===== config.mk =====
export PLATFORM = sky130hd
export DESIGN_NAME = pwm_cfg_ctrl
export DESIGN_NICKNAME = d
export VERILOG_FILES = /design/src/rtl/pwm_cfg_ctrl.sv
export SDC_FILE = /design/constraint.sdc
export NUM_CORES = 1
export LEC_CHECK = 0
export CAP_MARGIN = 0
export CORE_MARGIN = 2
export CORE_UTILIZATION = 50
export CTS_CLUSTER_SIZE = 12
export DETAILED_ROUTE_END_ITERATION = 8
export GPL_TIMING_DRIVEN = 0
export PLACE_DENSITY_LB_ADDON = 0.12
export SLEW_MARGIN = 10
export SYNTH_ARGS = -nofsm -noshare
export SYNTH_HDL_FRONTEND = slang
export SYNTH_SLANG_ARGS = --single-unit

===== constraint.sdc =====
create_clock -name clk -period 16.7 [get_ports clk]
set_input_delay 4.175 -clock clk [delete_from_list [all_inputs] [get_ports clk]]
set_output_delay 4.175 -clock clk [all_outputs]
set_load 0.02 [all_outputs]

===== src/rtl/pwm_cfg_ctrl.sv =====
// Complementary PWM pair with period-boundary shadow commit, dead-time insertion
// and sticky fault shutdown, configured through a small register port.
module pwm_cfg_ctrl #(
  parameter int unsigned CNT_W = 27,
  parameter int unsigned DT_W  = 8
) (
  input  logic             clk,
  input  logic             rst,
  input  logic             cfg_we,
  input  logic [1:0]       cfg_addr,
  input  logic [CNT_W-1:0] cfg_wdata,
  input  logic             fault,
  output logic             pwm_h,
  output logic             pwm_l,
  output logic             period_tick,
  output logic             upd_pending,
  output logic             fault_latched
);

  localparam logic [1:0]  ADDR_PERIOD  = 2'd0;
  localparam logic [1:0]  ADDR_DUTY    = 2'd1;
  localparam logic [1:0]  ADDR_DT      = 2'd2;
  localparam logic [1:0]  ADDR_CTRL    = 2'd3;
  localparam int unsigned CTRL_EN_BIT  = 0;
  localparam int unsigned CTRL_CLR_BIT = 2;

  logic [CNT_W-1:0] sh_period, sh_duty, act_period, act_duty, cnt;
  logic [DT_W-1:0]  sh_dt, act_dt, dead;
  logic             enable, enable_q, ref_q;

  logic [CNT_W-1:0] sh_period_nxt, sh_duty_nxt, act_period_nxt, act_duty_nxt, cnt_nxt;
  logic [DT_W-1:0]  sh_dt_nxt, act_dt_nxt, dead_nxt, dead_eff;
  logic             enable_nxt, fault_nxt, upd_nxt, tick_nxt, pwm_h_nxt, pwm_l_nxt;
  logic             ctrl_wr, shadow_wr, commit, running, ref_now, ref_edge;

  // Next-state: config shadowing/commit, counter, dead-time and fault handling
  always_comb begin
    ctrl_wr   = cfg_we && (cfg_addr == ADDR_CTRL);
    shadow_wr = cfg_we && (cfg_addr != ADDR_CTRL);
    commit    = !enable || period_tick;

    sh_period_nxt = sh_period;
    sh_duty_nxt   = sh_duty;
    sh_dt_nxt     = sh_dt;
    if (cfg_we && (cfg_addr == ADDR_PERIOD)) sh_period_nxt = cfg_wdata;
    if (cfg_we && (cfg_addr == ADDR_DUTY))   sh_duty_nxt   = cfg_wdata;
    if (cfg_we && (cfg_addr == ADDR_DT))     sh_dt_nxt     = cfg_wdata[DT_W-1:0];

    // Commit takes the shadow as it stood before this cycle's write
    act_period_nxt = commit ? sh_period : act_period;
    act_duty_nxt   = commit ? sh_duty   : act_duty;
    act_dt_nxt     = commit ? sh_dt     : act_dt;

    if (shadow_wr)   upd_nxt = 1'b1;
    else if (commit) upd_nxt = 1'b0;
    else             upd_nxt = upd_pending;

    // Fault wins over both a simultaneous clear and an enable write
    if (fault)                         enable_nxt = 1'b0;
    else if (ctrl_wr && !fault_latched) enable_nxt = cfg_wdata[CTRL_EN_BIT];
    else                               enable_nxt = enable;

    if (fault)                                  fault_nxt = 1'b1;
    else if (ctrl_wr && cfg_wdata[CTRL_CLR_BIT]) fault_nxt = 1'b0;
    else                                        fault_nxt = fault_latched;

    running  = enable && enable_nxt;
    ref_now  = (cnt < act_duty);
    ref_edge = enable && (!enable_q || (ref_now != ref_q));

    if (ref_edge)          dead_eff = act_dt;
    else if (dead != '0)   dead_eff = dead - DT_W'(1);
    else                   dead_eff = '0;

    dead_nxt  = running ? dead_eff : '0;
    pwm_h_nxt = running && (dead_eff == '0) && ref_now;
    pwm_l_nxt = running && (dead_eff == '0) && !ref_now;

    cnt_nxt  = (running && !period_tick && (act_period != '0)) ? cnt + CNT_W'(1) : '0;
    tick_nxt = enable_nxt && (act_period_nxt != '0) &&
               (cnt_nxt == act_period_nxt - CNT_W'(1));
  end

  // State and registered outputs
  always_ff @(posedge clk or posedge rst) begin
    if (rst) begin
      sh_period     <= '0;
      sh_duty       <= '0;
      sh_dt         <= '0;
      act_period    <= '0;
      act_duty      <= '0;
      act_dt        <= '0;
      cnt           <= '0;
      dead          <= '0;
      enable        <= 1'b0;
      enable_q      <= 1'b0;
      ref_q         <= 1'b0;
      pwm_h         <= 1'b0;
      pwm_l         <= 1'b0;
      period_tick   <= 1'b0;
      upd_pending   <= 1'b0;
      fault_latched <= 1'b0;
    end else begin
      sh_period     <= sh_period_nxt;
      sh_duty       <= sh_duty_nxt;
      sh_dt         <= sh_dt_nxt;
      act_period    <= act_period_nxt;
      act_duty      <= act_duty_nxt;
      act_dt        <= act_dt_nxt;
      cnt           <= cnt_nxt;
      dead          <= dead_nxt;
      enable        <= enable_nxt;
      enable_q      <= enable;
      ref_q         <= ref_now;
      pwm_h         <= pwm_h_nxt;
      pwm_l         <= pwm_l_nxt;
      period_tick   <= tick_nxt;
      upd_pending   <= upd_nxt;
      fault_latched <= fault_nxt;
    end
  end

endmodule


==> flow_summary.json, run 1 <==
{
  "yosysSeqAreaShare": 0.486,
  "ys_ff_latch": 167,
  "clk_latency_ns": 0.43,
  "peakVddDrop_v": 0.0000915,
  "p_sw_mw": 0.287,
  "drtAntennaViolNets": 0,
  "start_kind": "primary input",
  "grt_pass1_vias": 6247,
  "max_slew_margin": 0.315,
  "routedWlPerCell_um": 18.8,
  "hold_viol_final": 0,
  "power.clock.fraction": 0.383,
  "grtUsageTotal": 0.234,
  "row_count": 47,
  "routed_wl_um": 20000,
  "synth_cells": 773,
  "nNetsFinal": 894,
  "grt_pass1_wl_um": 32800,
  "power_frac_comb": 0.156,
  "viasPerCell": 5.54,
  "cts_hold_buf": 0,
  "drc": 0,
  "hold-worst-slack_ns": 0.493,
  "arrival_ns": 7.75,
  "crit_path_end_kind": "flop",
  "fillers": 1418,
  "crit_path_frequent_cell": "nand4_1",
  "hold_path_class": "reg -> reg",
  "place_inst": 1031,
  "path_cells": "clkdlybuf4s50_1 > nand4b_1 > mux2i_1 > o211ai_1 > clkbuf_1 > nor2_1 > xnor2_1 > nand4_1 > nor4b_1 > nand4_1 > nor3_2",
  "setup.worst_path.class": "in -> reg",
  "syn_nets": 837,
  "slowest_delay_ns": 0.61,
  "power_mw": 1.09,
  "netlist_area_mm2": 0.00861,
  "ys_warn_count": 0,
  "diodes": 0,
  "cts-root-buf": "clkbuf_16",
  "rsz0062_at_grt": "no",
  "yosys.cell_types.count": 60,
  "gr-total-overflow": 0,
  "dieWidth_um": 135,
  "max_cap_viol_count": 0,
  "dp_slack_ns": 8.91,
  "drt_pass1_iterations": 5,
  "drt_iter0_drc": 300,
  "setup_tns_ns": 0,
  "dpl.hpwl_um": 14600,
  "p_leak_nw": 4.25,
  "start_util": 0.515,
  "worst-path-max-fanout": 10,
  "switching_share": 0.264,
  "cp_slowest_cell": "clkdlybuf4s50_1",
  "powerDensity_mw_per_mm2": 110,
  "dpl_cell_area_mm2": 0.00929,
  "numCtsBuffers": 17,
  "final_util": 0.593,
  "cp.buffers_inverters": 2,
  "final_cells": 1062,
  "htree_levels": 4,
  "vias": 5884,
  "cellInternalPower_mw": 0.800,
  "outcome": "complete, no violations",
  "dieArea_mm2": 0.0183,
  "core_mm2": 0.0167,
  "finalCriticalPeriod_ns": 7.41,
  "seqPwrFrac": 0.462,
  "fmax_mhz": 135,
  "postCtsSetupBuffers": 0,
  "portBuffers": 37,
  "io_pins": 38,
  "setup_slack_ns": 9.29,
  "synthArstFlopShare": 1.00,
  "drive_gt1_frac": 0.186,
  "clock-sinks": 167,
  "period_share": 0.444,
  "critical_path_required_ns": 17.04,
  "cts_buffer_depth": 2,
  "grt_antenna_before_repair": 0,
  "fin_area_mm2": 0.00991,
  "syn-mean-instance-area_um2": 11.1,
  "post_cts_resized": 0,
  "path_delay_family": "simple AND/OR/NAND/NOR gates",
  "area.growth.synth_to_final_pct": 15.2,
  "synth_enable_flop_cells": 0,
  "drv_slew": 0,
  "synth-main-ff-cell": "dfrtp_1",
  "tightest_slew_ns": 1.02,
  "clkTransAtPathRegs_ns": 0.07,
  "die_h_um": 135,
  "skew_ns": 0.00679,
  "gp_congestion": 0.900,
  "setup_viol_count_final": 0,
  "grt_max_degree": 92,
  "cts_tree": "done"
}
## kinds of logic (layout without fill, tap and decap cells)
family | Yosys count | in the layout | synth area share
compound gates | 70 | 70 | 0.0523
xor+xnor | 70 | 70 | 0.0730
fa+ha+maj | 31 | 31 | 0.0451
buf+inv | 77 | 146 | 0.0349
flops | 167 | 167 | 0.486
mux | 134 | 134 | 0.173
simple gates | 224 | 224 | 0.137
## state kept, by name (all words and copies together), names as in the netlist, 8 cells and up
signal      flops
act_period     27
sh_dt           8
act_duty       27
act_dt          8
cnt            27
sh_period      27
sh_duty        27
dead            8
## final timing paths
check | from | end | slack (ns) | cells after the start
min in group asynchronous | rst | sh_period[10] | 4.18 | 2
hold reg to reg | sh_duty[21] | act_duty[21] | 0.49 | 1
max in group asynchronous | rst | sh_period[5] | 11.65 | 3
setup / recovery | cfg_we | period_tick | 9.29 | 11
hold / removal | sh_duty[21] | act_duty[21] | 0.49 | 1
setup reg to reg | enable | period_tick | 12.00 | 14
## cells in the final DEF (no fill, tap or decap), types with 15 or more instances in the layout
cell / n
dfrtp_1: 167
mux2_2: 110
nor2_1: 65
inv_1: 53
xnor2_1: 46
clkdlybuf4s50_1: 37
nand2_1: 34
ha_1: 31
a21oi_1: 25
xor2_1: 23
mux2i_1: 22
nand4_1: 22
nand3_1: 22
clkbuf_16: 17
nor3_1: 15
## final cells by class
class,count,area [µm²],share of cell area
Buffer,23,97.6,0.00985
Inverter,54,210,0.0212
Clock inverter,12,176,0.0178
Sequential cell,167,4180,0.422
Clock buffer,19,443,0.0447
Multi-Input combinational cell,529,4130,0.417
Tap cell,220,275,0.0278
Timing Repair Buffer,38,398,0.0401
## cells in the mapped netlist, drive strengths merged (2+ instances only)
master / n / share of area
a211oi: 2 / 0.0017
a21o: 10 / 0.0087
a21oi: 25 / 0.015
a22o: 2 / 0.0020
a31oi: 5 / 0.0036
and3: 8 / 0.0058
and4: 4 / 0.0041
buf: 11 / 0.0061
clkbuf: 12 / 0.0052
dfrtp: 167 / 0.49
ha: 31 / 0.045
inv: 54 / 0.024
mux2: 112 / 0.15
mux2i: 22 / 0.026
nand2: 34 / 0.015
nand2b: 7 / 0.0051
nand3: 22 / 0.013
nand3b: 2 / 0.0017
nand4: 22 / 0.016
nand4b: 2 / 0.0020
nor2: 66 / 0.029
nor2b: 4 / 0.0038
nor3: 17 / 0.010
nor3b: 5 / 0.0044
nor4: 14 / 0.010
nor4b: 2 / 0.0020
o21a: 2 / 0.0017
o21ai: 9 / 0.0052
o22ai: 3 / 0.0022
or2: 2 / 0.0017
or3: 6 / 0.0044
or4b: 3 / 0.0035
xnor2: 46 / 0.047
xor2: 23 / 0.023
## routing by layer
metal  up-vias  share of wire  global-route usage  wire length [µm]
met5         -              0                   0                 0
met2       111           0.47               0.380              9420
met4         0          0.023              0.0764               464
met3        26          0.035              0.0494               704
li1       2824              -                   -                 -
met1      2923           0.47               0.315              9400
## power groups by stage
stage | sequential (mW) | combinational [mW] | clock, mW
floorplan | 0.494 | 0.127 | 0
global placement | 0.507 | 0.163 | 0
detailed placement | 0.509 | 0.169 | 0
CTS | 0.502 | 0.171 | 0.424
global route | 0.511 | 0.189 | 0.440
finish | 0.502 | 0.169 | 0.416
Note: power is estimated with default switching activity, not from simulation.
==> run 2, diff against run 1 <==
clock period = 6.9 ns   (was 16.7 ns; I/O delays follow)
==> results of run 2 <==
The final DEF is identical to that of run 1. Status: complete, no violations.
Among the figures that moved: setup slack after placement 8.91 ns -> 1.56 ns; setup slack after layout 9.29 ns -> 1.94 ns; register-to-register setup slack 12.00 ns -> 2.20 ns; total power 1.09 mW -> 2.63 mW; worst IR drop on VDD 0.0000915 V -> 0.000221 V
==> run 3, diff against run 2 <==
clock period = 4.86 ns   (was 6.9 ns; I/O delays follow)
==> flow_summary.json, run 3 (same netlist as run 1, synthesis figures left out) <==
{
  "place_inst": 1034,
  "core_mm2": 0.0167,
  "critPathLaunch": "enable",
  "cts_hold_buf": 0,
  "row_count": 47,
  "max_cap_viol_count": 0,
  "crit_path_end_kind": "flop",
  "clock-sinks": 167,
  "gp_congestion": 0.924,
  "final_cells": 1064,
  "diodes": 0,
  "numCtsBuffers": 17,
  "routed_wl_um": 19700,
  "clkTransAtPathRegs_ns": 0.06,
  "routedWlPerCell_um": 18.5,
  "p_leak_nw": 4.23,
  "hp-start": "sh_duty[21]",
  "grt_pass1_vias": 6209,
  "setup.worst_path.class": "reg -> reg",
  "whs_path_depth": 1,
  "fillers": 1379,
  "worst-path-max-fanout": 10,
  "dpl.hpwl_um": 14800,
  "drc": 0,
  "hold-worst-slack_ns": 0.496,
  "skew_ns": 0.00907,
  "grtUsageTotal": 0.231,
  "arrival_ns": 4.95,
  "rsz0062_at_grt": "no",
  "drive_gt1_frac": 0.186,
  "outcome": "complete, no violations",
  "dieArea_mm2": 0.0183,
  "portBuffers": 37,
  "cts_buffer_depth": 2,
  "drt_pass1_iterations": 4,
  "power_mw": 3.57,
  "cts-root-buf": "clkbuf_16",
  "gr-total-overflow": 0,
  "reg2regPathDepth": 14,
  "hold_viol_final": 0,
  "drtAntennaViolNets": 0,
  "clk_latency_ns": 0.43,
  "peakVddDrop_v": 0.000287,
  "drv_slew": 0,
  "max_slew_margin": 0.178,
  "grt_max_degree": 40,
  "die_h_um": 135,
  "area.growth.synth_to_final_pct": 14.8,
  "start_kind": "flop",
  "nNetsFinal": 897,
  "grt_pass1_wl_um": 32500,
  "postCtsSetupBuffers": 0,
  "setup_tns_ns": 0,
  "hold_path_class": "reg -> reg",
  "setup_slack_ns": 0.246,
  "start_util": 0.515,
  "setup_viol_count_final": 0,
  "final_common_cell": "dfrtp_1",
  "period_share": 0.949,
  "cts_tree": "done",
  "grt_antenna_before_repair": 0,
  "layout_common_cells": "dfrtp_1, mux2_2, nor2_1, inv_1, xnor2_1",
  "r2r_setup_slack_ns": 0.25,
  "crit_end": "period_tick",
  "reg2reg_from": "enable",
  "finalCriticalPeriod_ns": 4.61,
  "critical_path_required_ns": 5.20,
  "dieWidth_um": 135,
  "tightest_slew_ns": 1.22,
  "drt_iter0_drc": 274,
  "htree_levels": 4,
  "powerDensity_mw_per_mm2": 362,
  "dp_slack_ns": 0.0812,
  "viasPerCell": 5.60,
  "fmax_mhz": 217,
  "rr_endpoint": "period_tick",
  "io_pins": 38,
  "vias": 5963
}
-- run 3: where the power goes --
part / switching (mW) / total, mW / leakage (nW) / internal (mW)
sequential: 0.138 / 1.73 / 2.06 / 1.59
combinational: 0.292 / 0.587 / 1.91 / 0.295
clock: 0.534 / 1.26 / 0.266 / 0.725
-- run 3: final cells by class --
cell class,instances,area (µm²),area share
clock buffers,22,464,0.0470
multi-input cells,529,4130,0.418
inverters,54,206,0.0209
clock inverters,8,75.1,0.00760
plain buffers,23,100,0.0101
repair buffers,41,450,0.0456
flip-flops and latches,167,4180,0.423
well taps,220,275,0.0279
-- run 3: what timing repair did --
item,CTS,global route
endpoints found under the setup margin,0,1
resized for setup,0,2
endpoints found under the hold margin,0,0
-- run 3: worst min-delay path by stage --
stage,endpoint,slack [ns]
after floorplan,enable_q,0.44
after global placement,fault_latched,0.48
after detailed placement,fault_latched,0.48
after CTS,fault_latched,0.50
after global routing,act_duty[11],0.51
final,act_duty[21],0.50
-- run 3: routing by layer --
metal,wire length (µm),global-route usage,vias to the layer above
li1,-,-,2835
met1,9110,0.313,2966
met2,9430,0.380,139
met3,772,0.0464,23
met4,333,0.0689,0
met5,0,0,-
-- run 3: worst max-delay path: stages (launching register included) --
cell and delay, ns:
dfrtp_1 0.53, nor2b_4 0.23, buf_6 0.18, buf_2 0.30, clkbuf_4 0.34, mux2i_2 0.38
ha_1 0.34, o21ai_1 0.24, or2_4 0.34, nor2_2 0.13, xnor2_1 0.10, or4b_1 0.58
a2111oi_2 0.40, nand4_1 0.18, nor3_2 0.24
-- run 3: per-stage QoR --
stage | util | instance area, µm²
2_1_floorplan | - | 8610
6_report | 0.592 | 9880
4_1_cts | 0.591 | 9870
3_5_place_dp | 0.559 | 9340
3_3_place_gp | 0.554 | 9260
5_1_grt | 0.592 | 9880
